File: src/rtl/first_one_iterator_if.sv
// Handshake bundle between a mask producer, the first-one iterator and an
// index consumer. Signal names keep the iterator's port-level direction suffixes.
interface first_one_iterator_if #(
  parameter int WIDTH = 8
) ();
  localparam int IDX_W = $clog2(WIDTH);

  logic             in_valid_i;
  logic             in_ready_o;
  logic [WIDTH-1:0] in_mask_i;
  logic             idx_valid_o;
  logic             idx_ready_i;
  logic [IDX_W-1:0] idx_o;
  logic             idx_last_o;

  // Iterator side: consumes masks, produces indices.
  modport slave (
    input  in_valid_i,
    input  in_mask_i,
    input  idx_ready_i,
    output in_ready_o,
    output idx_valid_o,
    output idx_o,
    output idx_last_o
  );

  // Environment side: offers masks, accepts indices.
  modport master (
    output in_valid_i,
    output in_mask_i,
    output idx_ready_i,
    input  in_ready_o,
    input  idx_valid_o,
    input  idx_o,
    input  idx_last_o
  );
endinterface

File: src/rtl/first_one_iterator.sv
// Streams out the index of every set bit of an accepted mask, lowest first
// (or highest first with FLIP=1), clearing each bit as its index is taken.
module first_one_iterator #(
  parameter int WIDTH = 8,
  parameter bit FLIP  = 1'b0
) (
  input  logic                       clk_i,
  input  logic                       rst_ni,
  input  logic                       flush_i,
  first_one_iterator_if.slave        bus,
  output logic                       empty_drop_o,
  output logic                       busy_o,
  output logic [$clog2(WIDTH+1)-1:0] remaining_o
);
  localparam int IDX_W = $clog2(WIDTH);
  localparam int CNT_W = $clog2(WIDTH+1);

  if (WIDTH < 2) begin : g_width_check
    $error("first_one_iterator: WIDTH must be >= 2");
  end

  typedef enum logic {
    IDLE = 1'b0,
    ITER = 1'b1
  } state_e;

  state_e           state_q, state_d;
  logic [WIDTH-1:0] mask_q,  mask_d;
  logic             empty_q, empty_d;

  logic [IDX_W-1:0] first_idx;
  logic [CNT_W-1:0] pop_cnt;
  logic             last;
  logic             in_hs;
  logic             idx_hs;
  logic             flush;

  // Position of the first set bit in emission order; 0 for an empty mask.
  function automatic logic [IDX_W-1:0] first_set(input logic [WIDTH-1:0] m);
    logic [IDX_W-1:0] pos;
    pos = '0;
    if (!FLIP) begin
      for (int i = WIDTH - 1; i >= 0; i--) begin
        if (m[i]) pos = IDX_W'(i);
      end
    end else begin
      for (int i = 0; i < WIDTH; i++) begin
        if (m[i]) pos = IDX_W'(i);
      end
    end
    return pos;
  endfunction

  function automatic logic [CNT_W-1:0] popcount(input logic [WIDTH-1:0] m);
    logic [CNT_W-1:0] cnt;
    cnt = '0;
    for (int i = 0; i < WIDTH; i++) begin
      cnt = cnt + CNT_W'(m[i]);
    end
    return cnt;
  endfunction

  assign first_idx = first_set(mask_q);
  assign pop_cnt   = popcount(mask_q);

  // While reset is asserted flush is ignored so in_ready_o shows its reset value.
  assign flush = flush_i & rst_ni;

  always_comb begin
    // NOTE: every signal written here gets a default first, so no path can
    // leave one unassigned and infer a latch.
    state_d           = state_q;
    mask_d            = mask_q;
    empty_d           = 1'b0;
    bus.in_ready_o    = 1'b0;
    bus.idx_valid_o   = 1'b0;
    bus.idx_o         = '0;
    bus.idx_last_o    = 1'b0;
    busy_o            = 1'b0;
    remaining_o       = '0;
    last              = 1'b0;

    unique case (state_q)
      IDLE: begin
        bus.in_ready_o = !flush;
      end
      ITER: begin
        last            = (pop_cnt == CNT_W'(1));
        bus.idx_valid_o = 1'b1;
        bus.idx_o       = first_idx;
        bus.idx_last_o  = last;
        busy_o          = 1'b1;
        remaining_o     = pop_cnt;
        // A new mask may only slip in alongside the final index handshake.
        bus.in_ready_o  = bus.idx_ready_i && last && !flush;
      end
      default: begin
        state_d = IDLE;
        mask_d  = '0;
      end
    endcase

    idx_hs = bus.idx_valid_o && bus.idx_ready_i;
    in_hs  = bus.in_valid_i && bus.in_ready_o;

    if (flush) begin
      state_d = IDLE;
      mask_d  = '0;
    end else begin
      if (idx_hs) begin
        mask_d = mask_q & ~({{(WIDTH-1){1'b0}}, 1'b1} << first_idx);
        if (last) state_d = IDLE;
      end
      if (in_hs) begin
        if (bus.in_mask_i != '0) begin
          mask_d  = bus.in_mask_i;
          state_d = ITER;
        end else begin
          empty_d = 1'b1;
          state_d = IDLE;
        end
      end
    end
  end

  assign empty_drop_o = empty_q;

  // NOTE: sequential state uses non-blocking assignments so every register
  // samples the pre-edge values regardless of statement order.
  always_ff @(posedge clk_i or negedge rst_ni) begin
    if (!rst_ni) begin
      state_q <= IDLE;
      mask_q  <= '0;
      empty_q <= 1'b0;
    end else begin
      state_q <= state_d;
      mask_q  <= mask_d;
      empty_q <= empty_d;
    end
  end
endmodule

File: src/flat_wrapper.sv
// flat-port wrapper written by rule: the top's interface ports become plain ports
module first_one_iterator_flat 
#(
  parameter int WIDTH = 8,
  parameter bit FLIP  = 1'b0
)
  (clk_i, rst_ni, flush_i, empty_drop_o, busy_o, remaining_o, bus_in_valid_i, bus_in_mask_i, bus_idx_ready_i, bus_in_ready_o, bus_idx_valid_o, bus_idx_o, bus_idx_last_o);
  first_one_iterator_if #(.WIDTH(WIDTH)) bus_i ();
  input  logic clk_i;
  input  logic rst_ni;
  input  logic flush_i;
  output logic empty_drop_o;
  output logic busy_o;
  output logic [$clog2(WIDTH+1)-1:0] remaining_o;
  input wire logic [$bits(bus_i.in_valid_i)-1:0] bus_in_valid_i;
  input wire logic [$bits(bus_i.in_mask_i)-1:0] bus_in_mask_i;
  input wire logic [$bits(bus_i.idx_ready_i)-1:0] bus_idx_ready_i;
  output wire logic [$bits(bus_i.in_ready_o)-1:0] bus_in_ready_o;
  output wire logic [$bits(bus_i.idx_valid_o)-1:0] bus_idx_valid_o;
  output wire logic [$bits(bus_i.idx_o)-1:0] bus_idx_o;
  output wire logic [$bits(bus_i.idx_last_o)-1:0] bus_idx_last_o;
  assign bus_i.in_valid_i = bus_in_valid_i;
  assign bus_i.in_mask_i = bus_in_mask_i;
  assign bus_i.idx_ready_i = bus_idx_ready_i;
  assign bus_in_ready_o = bus_i.in_ready_o;
  assign bus_idx_valid_o = bus_i.idx_valid_o;
  assign bus_idx_o = bus_i.idx_o;
  assign bus_idx_last_o = bus_i.idx_last_o;
  first_one_iterator #(.WIDTH(WIDTH), .FLIP(FLIP)) u_core (.clk_i(clk_i), .rst_ni(rst_ni), .flush_i(flush_i), .bus(bus_i), .empty_drop_o(empty_drop_o), .busy_o(busy_o), .remaining_o(remaining_o));
endmodule
File: config.mk
export PLATFORM = sky130hd
export DESIGN_NAME = first_one_iterator_flat
export DESIGN_NICKNAME = d
export VERILOG_FILES = /design/src/rtl/first_one_iterator_if.sv /design/src/rtl/first_one_iterator.sv /design/src/flat_wrapper.sv
export SDC_FILE = /design/constraint.sdc
export NUM_CORES = 1
export LEC_CHECK = 0
export BUFFER_PORTS_ARGS = -buffer_cell sky130_fd_sc_hd__buf_2
export CAP_MARGIN = 30
export CORE_MARGIN = 2
export CORE_UTILIZATION = 48
export CTS_BUF_LIST = sky130_fd_sc_hd__clkbuf_8 sky130_fd_sc_hd__clkbuf_16
export CTS_CLUSTER_DIAMETER = 40
export DETAILED_ROUTE_END_ITERATION = 10
export PLACE_DENSITY = 0.75
export SKIP_CTS_REPAIR_TIMING = 1
export SLEW_MARGIN = 20
export SYNTH_ARGS = -nofsm -noshare
export SYNTH_HDL_FRONTEND = slang
export SYNTH_SLANG_ARGS = --single-unit
File: constraint.sdc
create_clock -name clk_i -period 8.45 [get_ports clk_i]
set_input_delay 0.4225 -clock clk_i [delete_from_list [all_inputs] [get_ports clk_i]]
set_output_delay 0.4225 -clock clk_i [all_outputs]
set_load 0.02 [all_outputs]
======== After elaboration in Yosys (flattened, before gate mapping) ========
Index checks and enable logic that the tools add are counted.
operators by class
  add/sub/neg operators ................... 7
  $mul .................................... 0
  div/mod/pow operators ................... 0
  $lt $le $gt $ge ......................... 0
  equality and inequality tests ........... 1
  shifts and indexed selects .............. 1
  mux-type cells .......................... 25
  bitwise logic cells ..................... 4
  reductions and logical operators ........ 9
operators with widths
  kind                                                               count
  8-bit 2-to-1 mux                                                   4
  3-bit 2-to-1 mux                                                   9
  4-bit by 1-bit adder with 4-bit output                             6
  1-bit 2-to-1 mux                                                   10
  8-bit bitwise AND                                                  1
  8-bit inverter                                                     1
  8-bit nonzero test                                                 1
  1-bit by 3-bit << shifter with 8-bit output, first input constant  1
  3-bit nonzero test                                                 2
  4-bit by 1-bit == test with 1-bit output, second input constant    1
  1-bit logical AND                                                  4
  4-bit 2-to-1 mux                                                   1
  1-bit by 1-bit adder with 2-bit output                             1
  1-bit one-hot mux with 2 select lines                              1
  2-bit AND reduction                                                1
  1-bit bitwise AND                                                  1
  1-bit zero test                                                    1
  1-bit inverter                                                     1
storage, ports and cells
  flip-flop bits (word level) ............. 10
  latch bits .............................. 0
  RAM bits ................................ 0
  ROM bits ................................ 0
  input port bits ......................... 13
  word-level logic and storage cells ...... 50
  memories ................................ 0

======== Logic depth before layout (Yosys ltp) ========
Gate-level depths: netlist of run 1.
  word-level depth ........................ 15
  gate-level depth with buffers ........... 13

======== Least setup slack after synthesis of run 1 ========
No wires, ideal clock.
  path type ............................... reg2reg
  start ................................... reg u_core.mask_q[0]
  end ..................................... reg u_core.mask_q[1]
  setup time .............................. 0.120 ns
  arrival ................................. 3.455 ns
  data required time ...................... 8.330 ns
  slack ................................... 4.875 ns
  cell stages (with the launch flop) ...... 14
  buffers on the path ..................... 1
  clock period less this slack ............ 3.575 ns
  cells stage by stage .................... dfrtp_1 ha_1 inv_1 fa_1 fa_1 fa_1 inv_1 fa_1 nor3b_1 nor2b_1 a311oi_4 buf_6 nor3_1 a31o_1
between the ends
  cells in the longest elaborated chain, start to end .. 14
ends and longest elaborated chain
  what                                                  line                       RTL
  from (decl)                                           first_one_iterator.sv:28   logic [WIDTH-1:0] mask_q, mask_d;
  from (signal assigned)                                first_one_iterator.sv:137  mask_q <= mask_d;
  1-bit by 1-bit adder with 2-bit output                first_one_iterator.sv:58   cnt = cnt + CNT_W'(m[i]);
  4-bit by 1-bit adder with 4-bit output (6 in series)  first_one_iterator.sv:58
  4-bit by 1-bit == test with 1-bit output              first_one_iterator.sv:88   last = (pop_cnt == CNT_W'(1));
  1-bit logical AND (2 in series)                       first_one_iterator.sv:95   bus.in_ready_o = bus.idx_ready_i && last && !flush;
  1-bit one-hot mux with 2 select lines                 first_one_iterator.sv:83   unique case (state_q)
  1-bit logical AND                                     first_one_iterator.sv:104  in_hs = bus.in_valid_i && bus.in_ready_o;
  8-bit 2-to-1 mux (*)                                  first_one_iterator.sv:114  if (in_hs) begin
  8-bit 2-to-1 mux (*)                                  first_one_iterator.sv:106  if (flush) begin
  via u_core.mask_d[1]                                  first_one_iterator.sv:28
Mark *: on every way through the listed nets, which the timed path passes. The rest lies on a longest branch.
A chain may end at the register's enable or synchronous reset.

======== Worst setup path in the final report of run 1 ========
  start ................................... reg u_core.mask_q[0]
  end ..................................... out bus_in_ready_o
between the ends
  cells in the longest elaborated chain, start to end .. 11
ends and longest elaborated chain
  what                                                  line                      RTL
  1-bit by 1-bit adder with 2-bit output                first_one_iterator.sv:58
  4-bit by 1-bit adder with 4-bit output (6 in series)  first_one_iterator.sv:58
  4-bit by 1-bit == test with 1-bit output              first_one_iterator.sv:88
  1-bit logical AND (2 in series)                       first_one_iterator.sv:95
  1-bit one-hot mux with 2 select lines                 first_one_iterator.sv:83
  to (decl)                                             flat_wrapper.sv:18        output wire logic [$bits(bus_i.in_ready_o)-1:0] bus_in_ready_o;
No other way between the ends.

==> metrics, run 1 <==
GR Overflow Total 0; max cap viols 0; # setup viols final 0; leading area contributor after synthesis dfrtp_1; Worst slew margin 58.6%; Initial DRT Pass Iterations 4; core area 0.00173 mm2; PortBufs 24; PD cells 430 mW/mm2; Finished Layout Cells 146; Synth Area per Inst 9.02 um2; largest family of logic cells by synthesized area simple AND/OR/NAND/NOR gates; CTS tree yes; Peak VDD IR 249 uV; Setup TNS Final 0 ns; Setup crit start kind register; status completed; first-pass GRT wire length 3260 um; share of the clock period used by the worst path 47.4%; Distinct cells, synth 38; Starting Density 50.7%; Max Clk Rate 250 MHz; gr usage total 21.8%; Antenna Nets Post-Route 0; largest net degree at the start of global routing 15; crit path max fanout 5; clock sink count 10; DR WL/cell 13.5 um; clock root buffer clkbuf_8; syn_nets 118; Antenna diodes 0; Slowest-stage cell, CP fa_1; cts bufs inserted 3; vias in the first global route 747; Storage cell area 250 um2; HPWL Detailed 1590 um; mux contribution to synthesized area 3.58%; DR vias 781; ratio of cells with drive above 1 in the final layout 28.9%; Synth Area in Compound Gates 18.5%; fin nets 143; drt total wl 1970 um; fin area 0.00105 mm2; Synth Instances 97; chip width 46.7 um; Final Hold Slack 0.0473 ns; Worst-path clk slew 0.05 ns; most used cell, CP fa_1; FP Rows 15; CP cell instances ha_1 -> inv_1 -> fa_1 -> fa_1 -> fa_1 -> inv_1 -> fa_1 -> nor3b_1 -> a31o_2 -> buf_2; Top Ports 25; via density per instance 5.35; Inst Count DP 142; ranking of synthesized cells by area dfrtp_1 (29%), fa_1 (9.2%), ha_1 (5.7%), inv_1 (4.3%), nand2_1 (3.4%); WP data arrival 3.58 ns; simple-gate share of the synthesized area 25.8%; Clock Path Buffers 2; Cell Area, Placed 996 um2; Leakage Power 0.525 nW; Die Y 46.7 um; initial antenna violation count 0; Final Hold Viols 0; fin crit period 4.01 ns; GPL Wtd Cong 0.866; sequential fraction of the synthesis area 28.6%; grt met3 use 7.06%; met1 Use GR 29.6%; Layout area overhead 20.2%; final setup skew 0.000862 ns; Clock Latency Late Sink 0.24 ns; yosys warns 0; area of the multi-input gates 557 um2; Required @ worst endpoint 8.03 ns; M2 GR Usage 33.6%; Worst setup EP type output port; largest incremental delay on the critical path 0.49 ns; xor and xnor fraction of the mapped netlist area 1.00%; Die ar. 0.00218 mm2; post-synthesis adder-cell area fraction 14.9%; synthesized area 875 um2; initial DRC count 26; Filler cells 158; Remaining DRCs 0; Slew Limit Fails 0; Hold WC Path Type input port to asynchronous set/reset pin; Seq cells post-synth 10; gr busiest metal met2; post-synth top area share 28.6%; H-tree level count 1; Slew @ Worst Pin 0.612 ns; WS Path Type register to output port; RSZ-0062 raised after global routing false
[critical path, delay by kind of cell (launching register included)]
kind	cells	cell delay, ns
AO/OA/AOI/OAI	1	0.26
adder cells (fa/ha/maj)	5	2.05
buffers and inverters	3	0.31
flip-flops	1	0.43
AND/OR/NAND/NOR	1	0.29
[layout make-up]
cell class,instances,share of cell area (%)
Clock buffer,4,5.24
Inverter,10,3.57
Multi-Input combinational cell,73,53.0
Sequential cell,10,23.8
Tap cell,25,2.98
Timing Repair Buffer,24,11.4
[synth_stat cells]
cell type   n
and3b_1     1
or2_2       1
nor4_1      3
a2111oi_0   1
nor2_1      8
nand2_1     8
nand2b_1    1
nand3_1     5
o31ai_1     1
fa_1        4
dfrtp_1    10
a31o_1      1
inv_1      10
nor4b_1     1
nor3b_1     2
buf_4       1
nand3b_1    3
a221oi_1    1
a21bo_2     1
and2_1      3
ha_1        4
nor3_1      1
or3_4       1
a21oi_1     3
o211ai_1    1
o211a_1     1
mux2_2      1
xor2_1      1
buf_6       1
a31oi_1     3
clkbuf_1    1
mux2i_1     2
a211oi_1    1
a31o_2      2
nor2b_1     3
clkbuf_4    1
a311oi_4    1
o21ai_0     3
[metal layers]
layer | vias up | share of wire [%] | routed length (um)
li1 | 390 | - | -
met3 | 4 | 3.9 | 77
met4 | 0 | 1.1 | 21
met5 | - | 0 | 0
met2 | 14 | 49 | 964
met1 | 373 | 46 | 906
[metrics by stage]
step	utilization (%)	setup slack [ns]	power [mW]
final	60.9	4.44	0.452
after CTS	60.9	4.44	0.455
after detailed placement	57.7	4.50	0.392
after global placement	57.7	4.61	0.389
after floorplan	-	4.88	0.323
after global routing	60.9	4.18	0.496
[cells in the final DEF (no fill, tap or decap), types with 2 or more instances in the layout]
cell / instances
nor3b_1: 2
nor2b_1: 3
a31oi_1: 3
nor4_1: 3
nand2_1: 8
nor2_1: 8
nand3_1: 5
nand3b_1: 3
a31o_2: 2
and2_1: 3
mux2i_1: 2
o21ai_0: 3
fa_1: 4
buf_2: 24
dfrtp_1: 10
clkbuf_8: 4
ha_1: 4
inv_1: 10
a21oi_1: 3
[worst paths after layout]
path	end	slack, ns	startpoint	cells past startpoint
setup / recovery	bus_in_ready_o	4.44	u_core.mask_q[0]	10
hold / removal	u_core.mask_q[7]	0.05	rst_ni	1
setup reg to reg	u_core.mask_q[4]	4.50	u_core.mask_q[0]	12
hold reg to reg	u_core.mask_q[6]	0.63	u_core.mask_q[6]	2
max in group asynchronous	u_core.empty_drop_o	8.20	rst_ni	1
min in group clk_i	u_core.empty_drop_o	0.43	bus_in_valid_i	3
[power by group]
group	internal (mW)	switching [mW]
logic	0.125	0.181
clock network	0.0409	0.0186
registers	0.0626	0.0243
total	0.229	0.224
[flip-flops by register name, summed over array words and instances (netlist names)]
name and count:
u_core.empty_drop_o 1, u_core.mask_q 8, u_core.state_q 1
[kinds of logic after synthesis]
group	count (synthesis)
multiplexers	3
XOR/XNOR	1
adder cells (fa/ha/maj)	8
flip-flops	10
AO/OA/AOI/OAI	20
AND/OR/NAND/NOR	41
buffers and inverters	14
(Power assumes the default switching activity.)
==> run 2, diff against run 1 <==
--- a/config.mk
+++ b/config.mk
@@ -8,7 +8,7 @@
 export BUFFER_PORTS_ARGS = -buffer_cell sky130_fd_sc_hd__buf_2
 export CAP_MARGIN = 30
 export CORE_MARGIN = 2
-export CORE_UTILIZATION = 48
+export CORE_UTILIZATION = 46
 export CTS_BUF_LIST = sky130_fd_sc_hd__clkbuf_8 sky130_fd_sc_hd__clkbuf_16
 export CTS_CLUSTER_DIAMETER = 40
 export DETAILED_ROUTE_END_ITERATION = 10
==> constraint.sdc (replaced) <==
create_clock -name clk_i -period 3.5 [get_ports clk_i]
set_input_delay 0.175 -clock clk_i [delete_from_list [all_inputs] [get_ports clk_i]]
set_output_delay 0.175 -clock clk_i [all_outputs]
set_load 0.02 [all_outputs]
==> metrics, run 2 (synthesis gave the netlist of run 1 again) <==
status complete, but fails checks; failing checks setup timing; Required @ worst endpoint 3.62 ns; Die Y 47.6 um; Starting Density 49.6%; most common cell after layout, fill and taps aside buf_2; PortBufs 24; R2R cell count 13; PD cells 1190 mW/mm2; Final Hold Slack 0.188 ns; Top Ports 25; GR Overflow Total 0; H-tree level count 1; share of the clock period used by the worst path 108%; Reg2Reg Capture Point u_core.mask_q[6]; Initial DRT Pass Iterations 4; GPL Wtd Cong 0.886; RSZ-0062 raised after global routing true; drt total wl 2450 um; fin crit period 3.80 ns; WS Path Type register to register; Setup TNS Final -1.81 ns; Max Clk Rate 263 MHz; cts bufs inserted 3; Peak VDD IR 653 uV; ratio of cells with drive above 1 in the final layout 42.9%; initial antenna violation count 0; clock root buffer clkbuf_8; reg2reg setup slack -0.30 ns; initial DRC count 19; vias in the first global route 818; Clock Path Buffers 2; DR vias 908; largest net degree at the start of global routing 15; most frequent cells in the layout buf_2 (23), dfrtp_1 (10), inv_1 (9), buf_4 (9); Finished Layout Cells 158; crit path max fanout 6; clock sink count 10; Inst Count DP 150; HPWL Detailed 1890 um; fin nets 155; DR WL/cell 15.5 um; Worst-path clk slew 0.05 ns; via density per instance 5.75; Slew Limit Fails 0; Leakage Power 0.602 nW; WP data arrival 3.91 ns; Largest Register u_core.mask_q; Layout area overhead 39.1%; Remaining DRCs 0; Antenna diodes 0; Setup crit start kind register; chip width 47.6 um; CP cell instances ha_1 -> inv_1 -> fa_1 -> fa_1 -> fa_2 -> inv_2 -> fa_2 -> nor3b_4 -> nor2b_2 -> a311oi_4 -> buf_4 -> nand3b_1 -> a21oi_2; # setup viols final 10; Worst slew margin 60.8%; Hold WC Path Type input port to register; FP Rows 15; CTS tree yes; Filler cells 152; largest incremental delay on the critical path 0.50 ns; first-pass GRT wire length 3550 um; Worst setup EP type register; gr usage total 23.4%; Worst Hold End u_core.mask_q[4]; fin area 0.00122 mm2; Setup WS pre-CTS -0.173 ns; worst setup margin -0.296 ns; final setup skew 0.00526 ns; max cap viols 0; beginning of the worst hold path bus_in_mask_i[4]; Slowest-stage cell, CP fa_1; max reg flops 8; Antenna Nets Post-Route 0; Min-Delay Path Depth 2; Slew @ Worst Pin 0.580 ns; Final Hold Viols 0; Clock Latency Late Sink 0.24 ns; Cell Area, Placed 0.00107 mm2; Die ar. 0.00227 mm2; core area 0.00176 mm2; Worst R2R Start u_core.mask_q[0]
[run 2: worst max-delay path by stage]
stage,cells after the start,from,slack [ns],endpoint
3_5_place_dp,12,u_core.mask_q[0],-0.17,u_core.mask_q[4]
4_1_cts,12,u_core.mask_q[0],-0.29,bus_in_ready_o
6_report,13,u_core.mask_q[0],-0.30,u_core.mask_q[6]
3_3_place_gp,12,u_core.mask_q[1],-0.04,u_core.mask_q[4]
5_1_grt,13,u_core.mask_q[0],-0.39,u_core.mask_q[6]
2_1_floorplan,13,u_core.mask_q[0],0.01,u_core.mask_q[1]
[run 2: layout make-up]
| cell class | instances | area, um2 | share of cell area (%) |
|---|---|---|---|
| Tap cell | 25 | 31.3 | 2.57 |
| Sequential cell | 10 | 250 | 20.6 |
| Multi-Input combinational cell | 73 | 616 | 50.6 |
| Clock buffer | 4 | 55.1 | 4.53 |
| Inverter | 10 | 37.5 | 3.09 |
| Timing Repair Buffer | 36 | 226 | 18.6 |
[run 2: power breakdown]
part           internal (mW)  leakage, nW  total, mW  switching (mW)
Clock                 0.0989       0.0288      0.145          0.0459
Sequential             0.151        0.131      0.200          0.0493
Combinational          0.522        0.442       1.10           0.579
Total                  0.772        0.602       1.45           0.674
[run 2: per-layer routing]
layer  GRT usage [%]  vias up  wire (um)
li1                -      416          -
met1            27.1      437        895
met2            39.2       45       1290
met3            8.68       10        201
met4            9.73        0         63
met5               0        -          0
[run 2: through the flow]
step	power [mW]	util (%)
6_report	1.45	68.9
5_1_grt	1.54	68.9
4_1_cts	1.27	63.7
3_5_place_dp	1.12	60.6
3_3_place_gp	1.07	60.6
2_1_floorplan	0.816	-
[run 2: critical path: cells and delay by family (launching register included)]
family | cells | cell delay, ns
adders and majority gates | 5 | 2.05
DFF | 1 | 0.37
AOI/OAI and AO/OA | 2 | 0.45
and+or+nand+nor | 3 | 0.48
buffers and inverters | 3 | 0.30
==> run 3, diff against run 2 <==
--- a/config.mk
+++ b/config.mk
@@ -8,11 +8,11 @@
 export BUFFER_PORTS_ARGS = -buffer_cell sky130_fd_sc_hd__buf_2
 export CAP_MARGIN = 30
 export CORE_MARGIN = 2
-export CORE_UTILIZATION = 46
-export CTS_BUF_LIST = sky130_fd_sc_hd__clkbuf_8 sky130_fd_sc_hd__clkbuf_16
+export CORE_UTILIZATION = 48
+export CTS_BUF_LIST = sky130_fd_sc_hd__clkbuf_8
 export CTS_CLUSTER_DIAMETER = 40
 export DETAILED_ROUTE_END_ITERATION = 10
-export PLACE_DENSITY = 0.75
+export PLACE_DENSITY = 0.78
 export SKIP_CTS_REPAIR_TIMING = 1
 export SLEW_MARGIN = 20
 export SYNTH_ARGS = -nofsm -noshare
==> metrics, run 3 (synthesis gave the netlist of run 1 again) <==
R2R cell count 13; Initial DRT Pass Iterations 4; WS Path Type register to register; Antenna Nets Post-Route 0; initial antenna violation count 0; gr usage total 22.6%; clock root buffer clkbuf_8; Final Hold Viols 0; Clock Latency Late Sink 0.24 ns; worst setup margin -0.208 ns; Worst slew margin 56.1%; Setup TNS Final -1.27 ns; GR Overflow Total 0; H-tree level count 1; vias in the first global route 792; Layout area overhead 41.1%; Clock Path Buffers 2; GPL Wtd Cong 0.884; fin nets 159; Setup WS pre-CTS -0.184 ns; WP data arrival 3.87 ns; failing checks setup timing; Worst R2R Start u_core.mask_q[1]; grt met3 use 7.84%; drt total wl 2480 um; Worst setup EP type register; fin util 71.4%; M2 GR Usage 37.5%; Worst-path clk slew 0.05 ns; DR vias 897; Finished Layout Cells 162; # setup viols final 9; final setup skew 0.00207 ns; Slew Limit Fails 0; Largest Register u_core.mask_q; gr busiest metal met2; largest net degree at the start of global routing 15; max reg flops 8; Setup crit start kind register; PortBufs 24; Die ar. 0.00218 mm2; RSZ-0062 raised after global routing true; fin crit period 3.71 ns; PD cells 1180 mW/mm2; cts bufs inserted 3; clock sink count 10; Reg2Reg Capture Point u_core.mask_q[2]; FP Rows 15; Max Clk Rate 270 MHz; Top Ports 25; Hold WC Path Type input port to register; Remaining DRCs 0; Antenna diodes 0; crit path max fanout 7; HPWL Detailed 1750 um; chip width 46.7 um; Inst Count DP 150; met1 Use GR 27.4%; Required @ worst endpoint 3.67 ns; CTS tree yes; share of the clock period used by the worst path 106%; via density per instance 5.54; DR WL/cell 15.3 um; worst setup path end u_core.mask_q[2]; reg2reg setup slack -0.21 ns; core area 0.00173 mm2; Peak VDD IR 732 uV; Leakage Power 0.615 nW; Starting Density 50.7%; first-pass GRT wire length 3440 um; most common cell after layout, fill and taps aside buf_2; CP startpoint u_core.mask_q[1]; Slew @ Worst Pin 0.650 ns; status complete, but fails checks; most frequent cells in the layout buf_2 (22), buf_4 (14), dfrtp_1 (10); initial DRC count 30; Die Y 46.7 um; max cap viols 0; ratio of cells with drive above 1 in the final layout 45.3%
run 3: power breakdown:
part           switching, mW  internal [mW]
clock                 0.0455         0.0988
combinational          0.567          0.547
sequential            0.0496          0.151
run 3: worst min path at each step:
stage,cells after the start,from,to
global route,2,bus_in_mask_i[5],u_core.mask_q[5]
finish,2,bus_in_mask_i[5],u_core.mask_q[5]
global placement,1,rst_ni,u_core.mask_q[4]
floorplan,0,rst_ni,u_core.empty_drop_o
detailed placement,1,rst_ni,u_core.mask_q[5]
CTS,1,rst_ni,u_core.mask_q[4]
run 3: routing by layer:
metal / wire, um / share of wire, %
met5: 0 / 0
met4: 40 / 1.6
met3: 196 / 7.9
met2: 1290 / 52
met1: 959 / 39
run 3: area by class of cell:
| class | instances | area, um2 |
|---|---|---|
| multi-input combinational | 73 | 601 |
| timing repair buffer | 40 | 259 |
| clock buffer | 4 | 55.1 |
| inverter | 10 | 37.5 |
| tap | 25 | 31.3 |
| fill | 146 | 493 |
| sequential | 10 | 250 |
run 3: worst max-delay path, cell delays in order (launching register included):
cell	delay, ns
dfrtp_1	0.38
ha_1	0.29
inv_2	0.04
fa_1	0.49
fa_1	0.43
fa_2	0.38
inv_2	0.07
fa_2	0.46
nor3b_4	0.22
nor2b_2	0.09
a311oi_4	0.36
buf_4	0.21
nand2_2	0.06
a21oi_2	0.13
run 3: stage by stage:
step,hold slack [ns],cell area [um2],power (mW)
after floorplan,-0.121,887,0.816
after global placement,0.0515,1070,1.06
after detailed placement,0.0570,1070,1.09
after CTS,-0.194,1120,1.24
after global routing,0.197,1230,1.57
final,0.191,1230,1.46
